===== config.mk =====
export PLATFORM = sky130hd
export DESIGN_NAME = irda_fir_rx_frame_fifo
export DESIGN_NICKNAME = d
export VERILOG_FILES = /design/src/rtl/irda_fir_rx_frame_fifo.sv
export SDC_FILE = /design/constraint.sdc
export NUM_CORES = 1
export LEC_CHECK = 0
export BUFFER_PORTS_ARGS = -buffer_cell sky130_fd_sc_hd__clkbuf_2
export CAP_MARGIN = 20
export CORE_MARGIN = 2
export CORE_UTILIZATION = 55
export DETAILED_ROUTE_END_ITERATION = 8
export GPL_TIMING_DRIVEN = 0
export PLACE_DENSITY = 0.73
export SLEW_MARGIN = 0
export SYNTH_ARGS = -nofsm -noshare
export SYNTH_HDL_FRONTEND = slang
export SYNTH_SLANG_ARGS = --single-unit

===== constraint.sdc =====
create_clock -name clk -period 11.77 [get_ports clk]
set_input_delay 0 -clock clk [delete_from_list [all_inputs] [get_ports clk]]
set_output_delay 0 -clock clk [all_outputs]
set_load 0.05 [all_outputs]

===== src/rtl/irda_fir_rx_frame_fifo.sv =====
// IrDA FIR receive path: 32-bit data FIFO (first-word-fall-through) plus a
// per-frame status FIFO of {0, lost, rx_err_seen, crc_err, frame_len}.
//
// Optional feature macro: IRDA_RXFIFO_THRESH_IRQ_EN (registered level >= THRESH irq)
//
// Ports:
//   clk, wb_rst_i (async, active-high), flush (sync clear of everything)
//   push/push_dat          : word strobe from the FIR receiver
//   eof/crc_err/frame_len  : frame end strobe with its sampled results
//   rx_err                 : bad chip / break indication, folded into the frame record
//   pop/pop_dat/empty/full/level : host side of the data FIFO
//   st_pop/st_dat/st_valid : host side of the status FIFO
//   ovr_o                  : sticky drop indication (data word or status record)
//   thr_irq_o              : level >= THRESH
module irda_fir_rx_frame_fifo #(
    parameter int DW_LOG2 = 4,
    parameter int SW_LOG2 = 2,
    parameter int THRESH  = 8
) (
    input  logic               clk,
    input  logic               wb_rst_i,
    input  logic               flush,
    input  logic               push,
    input  logic [31:0]        push_dat,
    input  logic               eof,
    input  logic               crc_err,
    input  logic               rx_err,
    input  logic [15:0]        frame_len,
    input  logic               pop,
    output logic [31:0]        pop_dat,
    output logic               empty,
    output logic               full,
    output logic [DW_LOG2:0]   level,
    input  logic               st_pop,
    output logic [19:0]        st_dat,
    output logic               st_valid,
    output logic               ovr_o,
    output logic               thr_irq_o
);

    localparam int DEPTH  = 1 << DW_LOG2;
    localparam int SDEPTH = 1 << SW_LOG2;
    localparam logic [DW_LOG2:0] DEPTH_L  = DEPTH[DW_LOG2:0];
    localparam logic [SW_LOG2:0] SDEPTH_L = SDEPTH[SW_LOG2:0];

    logic [31:0]        mem  [DEPTH];
    logic [18:0]        smem [SDEPTH];

    logic [DW_LOG2-1:0] wr_ptr, rd_ptr;
    logic [DW_LOG2:0]   level_next;
    logic [SW_LOG2-1:0] st_wr_ptr, st_rd_ptr;
    logic [SW_LOG2:0]   st_cnt, st_cnt_next;

    logic lost, rx_seen;
    logic do_pop, do_push, drop;
    logic st_do_pop, st_do_push, st_drop;
    logic [18:0] st_rec;

    // A full FIFO still takes a word when the same edge frees a slot.
    assign do_pop  = pop && !empty;
    assign do_push = push && (!full || do_pop);
    assign drop    = push && !do_push;

    assign st_do_pop  = st_pop && st_valid;
    assign st_do_push = eof && ((st_cnt != SDEPTH_L) || st_do_pop);
    assign st_drop    = eof && !st_do_push;

    // A word dropped on the eof edge still belongs to the ending frame.
    assign st_rec = {lost | drop, rx_seen | rx_err, crc_err, frame_len};

    assign pop_dat = mem[rd_ptr];
    assign st_dat  = {1'b0, smem[st_rd_ptr]};

    always_comb begin
        level_next = level;
        if (do_push && !do_pop)
            level_next = level + 1'b1;
        else if (do_pop && !do_push)
            level_next = level - 1'b1;
    end

    always_comb begin
        st_cnt_next = st_cnt;
        if (st_do_push && !st_do_pop)
            st_cnt_next = st_cnt + 1'b1;
        else if (st_do_pop && !st_do_push)
            st_cnt_next = st_cnt - 1'b1;
    end

    always_ff @(posedge clk) begin
        if (do_push && !flush)
            mem[wr_ptr] <= push_dat;
        if (st_do_push && !flush)
            smem[st_wr_ptr] <= st_rec;
    end

    always_ff @(posedge clk or posedge wb_rst_i) begin
        if (wb_rst_i) begin
            wr_ptr    <= '0;
            rd_ptr    <= '0;
            level     <= '0;
            empty     <= 1'b1;
            full      <= 1'b0;
            st_wr_ptr <= '0;
            st_rd_ptr <= '0;
            st_cnt    <= '0;
            st_valid  <= 1'b0;
            lost      <= 1'b0;
            rx_seen   <= 1'b0;
            ovr_o     <= 1'b0;
        end else if (flush) begin
            wr_ptr    <= '0;
            rd_ptr    <= '0;
            level     <= '0;
            empty     <= 1'b1;
            full      <= 1'b0;
            st_wr_ptr <= '0;
            st_rd_ptr <= '0;
            st_cnt    <= '0;
            st_valid  <= 1'b0;
            lost      <= 1'b0;
            rx_seen   <= 1'b0;
            ovr_o     <= 1'b0;
        end else begin
            if (do_push)
                wr_ptr <= wr_ptr + 1'b1;
            if (do_pop)
                rd_ptr <= rd_ptr + 1'b1;
            level <= level_next;
            empty <= (level_next == '0);
            full  <= (level_next == DEPTH_L);

            if (st_do_push)
                st_wr_ptr <= st_wr_ptr + 1'b1;
            if (st_do_pop)
                st_rd_ptr <= st_rd_ptr + 1'b1;
            st_cnt   <= st_cnt_next;
            st_valid <= (st_cnt_next != '0);

            // Frame flags restart at every eof, whether or not the record fit.
            if (eof) begin
                lost    <= 1'b0;
                rx_seen <= 1'b0;
            end else begin
                lost    <= lost | drop;
                rx_seen <= rx_seen | rx_err;
            end

            ovr_o <= ovr_o | drop | st_drop;
        end
    end

`ifdef IRDA_RXFIFO_THRESH_IRQ_EN
    localparam logic [DW_LOG2:0] THRESH_L = THRESH[DW_LOG2:0];

    always_ff @(posedge clk or posedge wb_rst_i) begin
        if (wb_rst_i)
            thr_irq_o <= 1'b0;
        else if (flush)
            thr_irq_o <= 1'b0;
        else
            thr_irq_o <= (level_next >= THRESH_L);
    end
`else
    assign thr_irq_o = 1'b0;
`endif

endmodule


---- After elaboration in Yosys (flattened, before gate mapping) ----
Memory sizes are Yosys's and may differ from the RTL's.
Index checks and enable logic that the tools add are counted.
word-level totals
  output and inout port bits .............. 62
  input bits .............................. 57
  memories kept ........................... 2
  bits in registers ....................... 26
  memory bits (writable) .................. 588
cells by class
  add/subtract/negate cells ............... 8
  muxes and demuxes ....................... 26
  bitwise gates (word level) .............. 4
  reductions and logical operators ........ 27
  eq/ne operators ......................... 2
memory list
  name  depth  width  read ports  clocked after Yosys merged registers in  write ports  line  text
  mem   16     32     1           0                                        1            46    logic [31:0] mem [DEPTH];
  smem  4      19     1           0                                        1            47    logic [18:0] smem [SDEPTH];
operators by type and width
  cell                                               number
  two-way mux 4 bit                                  4
  two-way mux 5 bit                                  3
  logical AND 1 bit                                  12
  two-way mux 1 bit                                  12
  two-way mux 3 bit                                  3
  adder 4 x 1 -> 4 bit (second input constant)       2
  two-way mux 2 bit                                  4
  nonzero test 2 bit                                 4
  logical NOT 1 bit                                  7
  adder 5 x 1 -> 5 bit (second input constant)       1
  == test 5 bit (second input constant)              1
  logical NOT 5 bit                                  1
  subtractor 5 x 1 -> 5 bit (second input constant)  1
  adder 2 x 1 -> 2 bit (second input constant)       2
  OR 1 bit                                           4
  adder 3 x 1 -> 3 bit (second input constant)       1
  inequality test 3 bit (second input constant)      1
  nonzero test 3 bit                                 1
  subtractor 3 x 1 -> 3 bit (second input constant)  1
  logical OR 1 bit                                   2

---- Logic depth before layout (Yosys ltp) ----
  depth in word-level cells ............... 10
  depth in mapped cells ................... 7
  mapped depth without buffers ............ 7

---- Worst setup path after synthesis ----
Ideal clock, no wire load.
  kind .................................... flip-flop to flip-flop
  from .................................... reg empty
  to ...................................... mem mem[1][0], enable pin
  cell stages (with the launch flop) ...... 6
  period minus slack after synthesis ...... 4.099 ns
  slack ................................... 7.671 ns
  arrival time ............................ 3.638 ns
  setup time .............................. 0.461 ns
  cells stage by stage .................... dfstp_2 nand2b_1 a21boi_1 nor2b_1 nand2_1 nor3_1
on the way
  longest elaborated chain between the ends .. 7
RTL lines
  what                                     line  text
  start: declaration                       31    output logic empty,
  start signal: assignment                 130   empty <= (level_next == '0);
  logical NOT 1 bit                        60    assign do_pop = pop && !empty;
  logical AND 1 bit                        60
  logical OR 1 bit                         61    assign do_push = push && (!full || do_pop);
  logical AND 1 bit                        61
  logical AND 1 bit                        91    if (do_push && !flush)
  two-way mux 1 bit                        91
  two-way mux 1 bit (not written as such)  92    mem[wr_ptr] <= push_dat;
  end: declaration                         46
Every way passes these cells.

---- Final worst setup path ----
  from .................................... reg rd_ptr[1]
  to ...................................... out pop_dat[2]
on the way
  longest elaborated chain between the ends .. 1
RTL lines
  what                       line  text
  start: declaration         49    logic [DW_LOG2-1:0] wr_ptr, rd_ptr;
  start signal: assignment   128   rd_ptr <= rd_ptr + 1'b1;
  memory read (16 x 32 bit)  n/a
  end: declaration           30    output logic [31:0] pop_dat,
Every way passes these cells.

==> flow_summary.json <==
{
  "post_route_clock_period_utilization_pct": 30.19,
  "rrSetupSlack_ns": 8.57,
  "critical_path.startpoint_type": "flop",
  "fp-row-count": 75,
  "tritoncts.num_buffers": 58,
  "postSynthRegisterBits": 614,
  "synth.cell_area_mm2": 0.02357,
  "initial_utilization_pct": 55.93,
  "vdd_drop_max_uv": 137.9,
  "track_usage_pct": 23.44,
  "global_route_wire_length_before_repair_um": 74340,
  "ios": 119,
  "first_global_vias": 11670,
  "worst_hold_path.num_cells": 2,
  "cts.clk_slew.worst_paths_ns": 0.06,
  "clock-sinks": 614,
  "worst-setup-path-type": "reg2out",
  "cell_depth_of_the_worst_flop_to_flop_path": 7,
  "synth-async-reset-ratio_pct": 4.235,
  "postRouteAntennaNets": 0,
  "route.detailed.drc": 0,
  "path_delay_family": "buffers and inverters",
  "holdBufCountCts": 58,
  "drt_iter0_drc": 1053,
  "relative_contribution_of_the_clock_network_to_total_power_pct": 36.6,
  "worstPathCellList": "clkbuf_1 > clkbuf_1 > mux4_2 > mux4_2 > clkbuf_2",
  "postCtsSetupBuffers": 0,
  "synth_area_leaders": "sky130_fd_sc_hd__edfxtp_1 (75%), sky130_fd_sc_hd__mux4_2 (17%), sky130_fd_sc_hd__dfrtp_1 (2.7%), sky130_fd_sc_hd__ha_1 (0.74%), sky130_fd_sc_hd__nor2_1 (0.54%)",
  "critical_path_required_ns": 11.77,
  "hold_viol": 0,
  "fin_nets": 1332,
  "globalplace.congestion": 0.7384,
  "regArea_mm2": 0.01831,
  "drt-vias-per-instance": 6.116,
  "grt.overflow.total": 0,
  "crit_arrival_ns": 3.55,
  "clock_skew_ns": 0.03847,
  "crit_path_max_incr_delay_ns": 0.74,
  "critPathSlowestCell": "sky130_fd_sc_hd__clkbuf_1",
  "drv_slew": 0,
  "critical_path_buf_inv_count": 3,
  "die-area_mm2": 0.04452,
  "fraction_of_power_spent_switching_nets_pct": 24.42,
  "wirelength_um": 50550,
  "htreeDepth": 2,
  "die_height_um": 211.0,
  "worst_slew_margin_rel_pct": 33.19,
  "area_growth_pct": 18.07,
  "synth_common_cells": "sky130_fd_sc_hd__edfxtp_1 (588), sky130_fd_sc_hd__mux4_2 (179), sky130_fd_sc_hd__nor2_1 (34)",
  "path_max_fanout": 10,
  "combinational_power_share_pct": 13.3,
  "avgSynthCellArea_um2": 23.66,
  "grt_start_max_net_pins": 27,
  "sequential_element_share_of_the_synthesized_area_pct": 77.69,
  "finalWorstPathRequiredPeriod_ns": 3.553,
  "cts_max_path_buffers": 3,
  "clock_tree.root_cell": "sky130_fd_sc_hd__clkbuf_16",
  "grt_antenna_before_repair": 0,
  "finalSetupViolations": 0,
  "area_used_by_multi_input_combinational_logic_mm2": 0.005042,
  "fin_util_pct": 66.04,
  "timing_worst_slew_pin_value_ns": 1.002,
  "dieWidth_um": 211.0,
  "tritoncts": "yes",
  "vias": 11270,
  "seqPwrFrac_pct": 50.1,
  "outcome": "finished, final reports clean",
  "drt-wirelength-per-cell_um": 27.43,
  "critical_path_cell_count": 5,
  "cts-resized-gates": 0,
  "drv.max_cap_violation_count": 0,
  "syn_inst": 996,
  "clk-insertion-delay-late_ns": 0.63,
  "setup_repair_after_global_routing_missed_its_margin": "no",
  "cp-end-kind": "output port",
  "number_of_iterations_in_the_first_detailed_routing_pass": 5,
  "post_route_cells_drive_above_1_share_pct": 33.67,
  "net-switching-power_uw": 1195,
  "filler_cell_count": 2627,
  "fraction_of_synthesized_cell_area_taken_by_the_top_area_cell_type_pct": 74.92,
  "synth-edff-count": 588,
  "internal_power_uw": 3699,
  "antennaDiodeCount": 0,
  "final_tns_setup_ns": 0,
  "hp-class": "in2reg",
  "hpwl_um": 30020,
  "core_mm2": 0.04213,
  "post_synth_top_area_cell": "sky130_fd_sc_hd__edfxtp_1",
  "count_of_cell_types_in_the_netlist": 42,
  "p_per_area_mw_per_mm2": 175.9,
  "synth_ff_type": "sky130_fd_sc_hd__edfxtp_1",
  "achievable-frequency_mhz": 281.5,
  "number_of_synthesis_warnings": 0,
  "portBuffers": 114,
  "post-synth-top-count-cell": "sky130_fd_sc_hd__edfxtp_1",
  "leakage_power_total_uw": 0.008950
}
==> sequential cells by signal (all words and copies together), names as in the netlist <==
| register | cells |
|---|---|
| rx_seen | 1 |
| st_cnt | 3 |
| empty | 1 |
| st_rd_ptr | 2 |
| full | 1 |
| rd_ptr | 4 |
| st_wr_ptr | 2 |
| smem | 76 |
| lost | 1 |
| st_valid | 1 |
| ovr_o | 1 |
| mem | 512 |
| level | 5 |
| wr_ptr | 4 |
==> layout by cell type (no fill, tap or decap), types with 3 or more instances in the layout <==
cell,n
sky130_fd_sc_hd__clkbuf_2,114
sky130_fd_sc_hd__nor3b_1,5
sky130_fd_sc_hd__clkinv_1,13
sky130_fd_sc_hd__nor2_4,12
sky130_fd_sc_hd__buf_2,8
sky130_fd_sc_hd__buf_4,4
sky130_fd_sc_hd__o21ai_0,3
sky130_fd_sc_hd__buf_8,4
sky130_fd_sc_hd__a21oi_1,5
sky130_fd_sc_hd__and2_1,6
sky130_fd_sc_hd__nand3_1,6
sky130_fd_sc_hd__nor3_2,4
sky130_fd_sc_hd__inv_1,10
sky130_fd_sc_hd__clkinv_2,6
sky130_fd_sc_hd__buf_12,12
sky130_fd_sc_hd__clkbuf_1,33
sky130_fd_sc_hd__edfxtp_1,588
sky130_fd_sc_hd__clkbuf_16,58
sky130_fd_sc_hd__mux4_2,179
sky130_fd_sc_hd__xnor2_1,8
sky130_fd_sc_hd__nand4_1,3
sky130_fd_sc_hd__ha_1,14
sky130_fd_sc_hd__nor2b_1,6
sky130_fd_sc_hd__nand2_1,15
sky130_fd_sc_hd__nor2_1,22
sky130_fd_sc_hd__nand2b_1,6
sky130_fd_sc_hd__bufinv_16,4
sky130_fd_sc_hd__dlygate4sd3_1,59
sky130_fd_sc_hd__buf_1,10
sky130_fd_sc_hd__buf_6,24
sky130_fd_sc_hd__xor2_1,6
sky130_fd_sc_hd__dfrtp_1,25
==> metrics by stage <==
step | worst slack [ns] | instance area [µm²] | power (µW) | hold slack [ns] | cells
6_report | 8.217 | 27830 | 4894 | 0.1487 | 1843
3_5_place_dp | 8.573 | 25370 | 3134 | 0.2310 | 1679
4_1_cts | 8.175 | 27780 | 4929 | 0.1065 | 1840
2_1_floorplan | 7.671 | 23570 | 2962 | 0.03928 | 997
5_1_grt | 8.067 | 27830 | 5052 | 0.1399 | 1843
3_3_place_gp | 4.626 | 24820 | 3116 | 0.2159 | 1650
==> kinds of logic (layout without fill, tap and decap cells) <==
| kind of cell | count (synthesis) | in the layout | synth area share [%] |
|---|---|---|---|
| buffers and inverters | 60 | 367 | 1.396 |
| multiplexers | 180 | 180 | 17.15 |
| XOR/XNOR | 14 | 14 | 0.5203 |
| flip-flops | 614 | 614 | 77.69 |
| other | 1 | 2 | 0.01591 |
| AO/OA/AOI/OAI | 22 | 22 | 0.6212 |
| AND/OR/NAND/NOR | 91 | 91 | 1.864 |
| adder cells (fa/ha/maj) | 14 | 14 | 0.7433 |
==> final cells by class <==
type	count	share of cell area [%]
multi-input cells	323	18.12
clock buffers	75	5.517
plain buffers	50	1.048
well taps	539	2.424
repair buffers	204	5.904
flip-flops and latches	614	65.80
inverters	10	0.1349
clock inverters	28	1.052
==> worst reg2reg max path, delay by kind of cell (launching register included) <==
kind	cells	cell delay, ns
simple gates	4	1.65
compound gates	1	0.48
buf+inv	2	0.42
flops	1	0.38
==> power groups by stage <==
stage | logic [µW] | registers [µW] | clock network, µW
6_report | 649 | 2450 | 1790
5_1_grt | 692 | 2460 | 1900
4_1_cts | 655 | 2450 | 1820
3_5_place_dp | 636 | 2500 | 0
3_3_place_gp | 618 | 2500 | 0
2_1_floorplan | 447 | 2510 | 0
==> final timing paths <==
kind	startpoint	end
setup / recovery	rd_ptr[1]	pop_dat[2]
setup reg to reg	empty	mem[3][15]
hold / removal	frame_len[1]	smem[2][1]
hold reg to reg	st_wr_ptr[1]	st_wr_ptr[1]
min in group asynchronous	wb_rst_i	level[4]
max in group asynchronous	wb_rst_i	empty
==> per-layer routing <==
layer	vias to the layer above	global-route usage, %	wire, µm	share of wire [%]
met3	91	4.326	4034	8.0
met1	5863	32.29	19930	39
li1	4743	-	-	-
met2	575	38.95	25250	50
met4	0	6.945	1333	2.6
met5	-	0	0	0
Note: power is estimated with default switching activity, not from simulation.
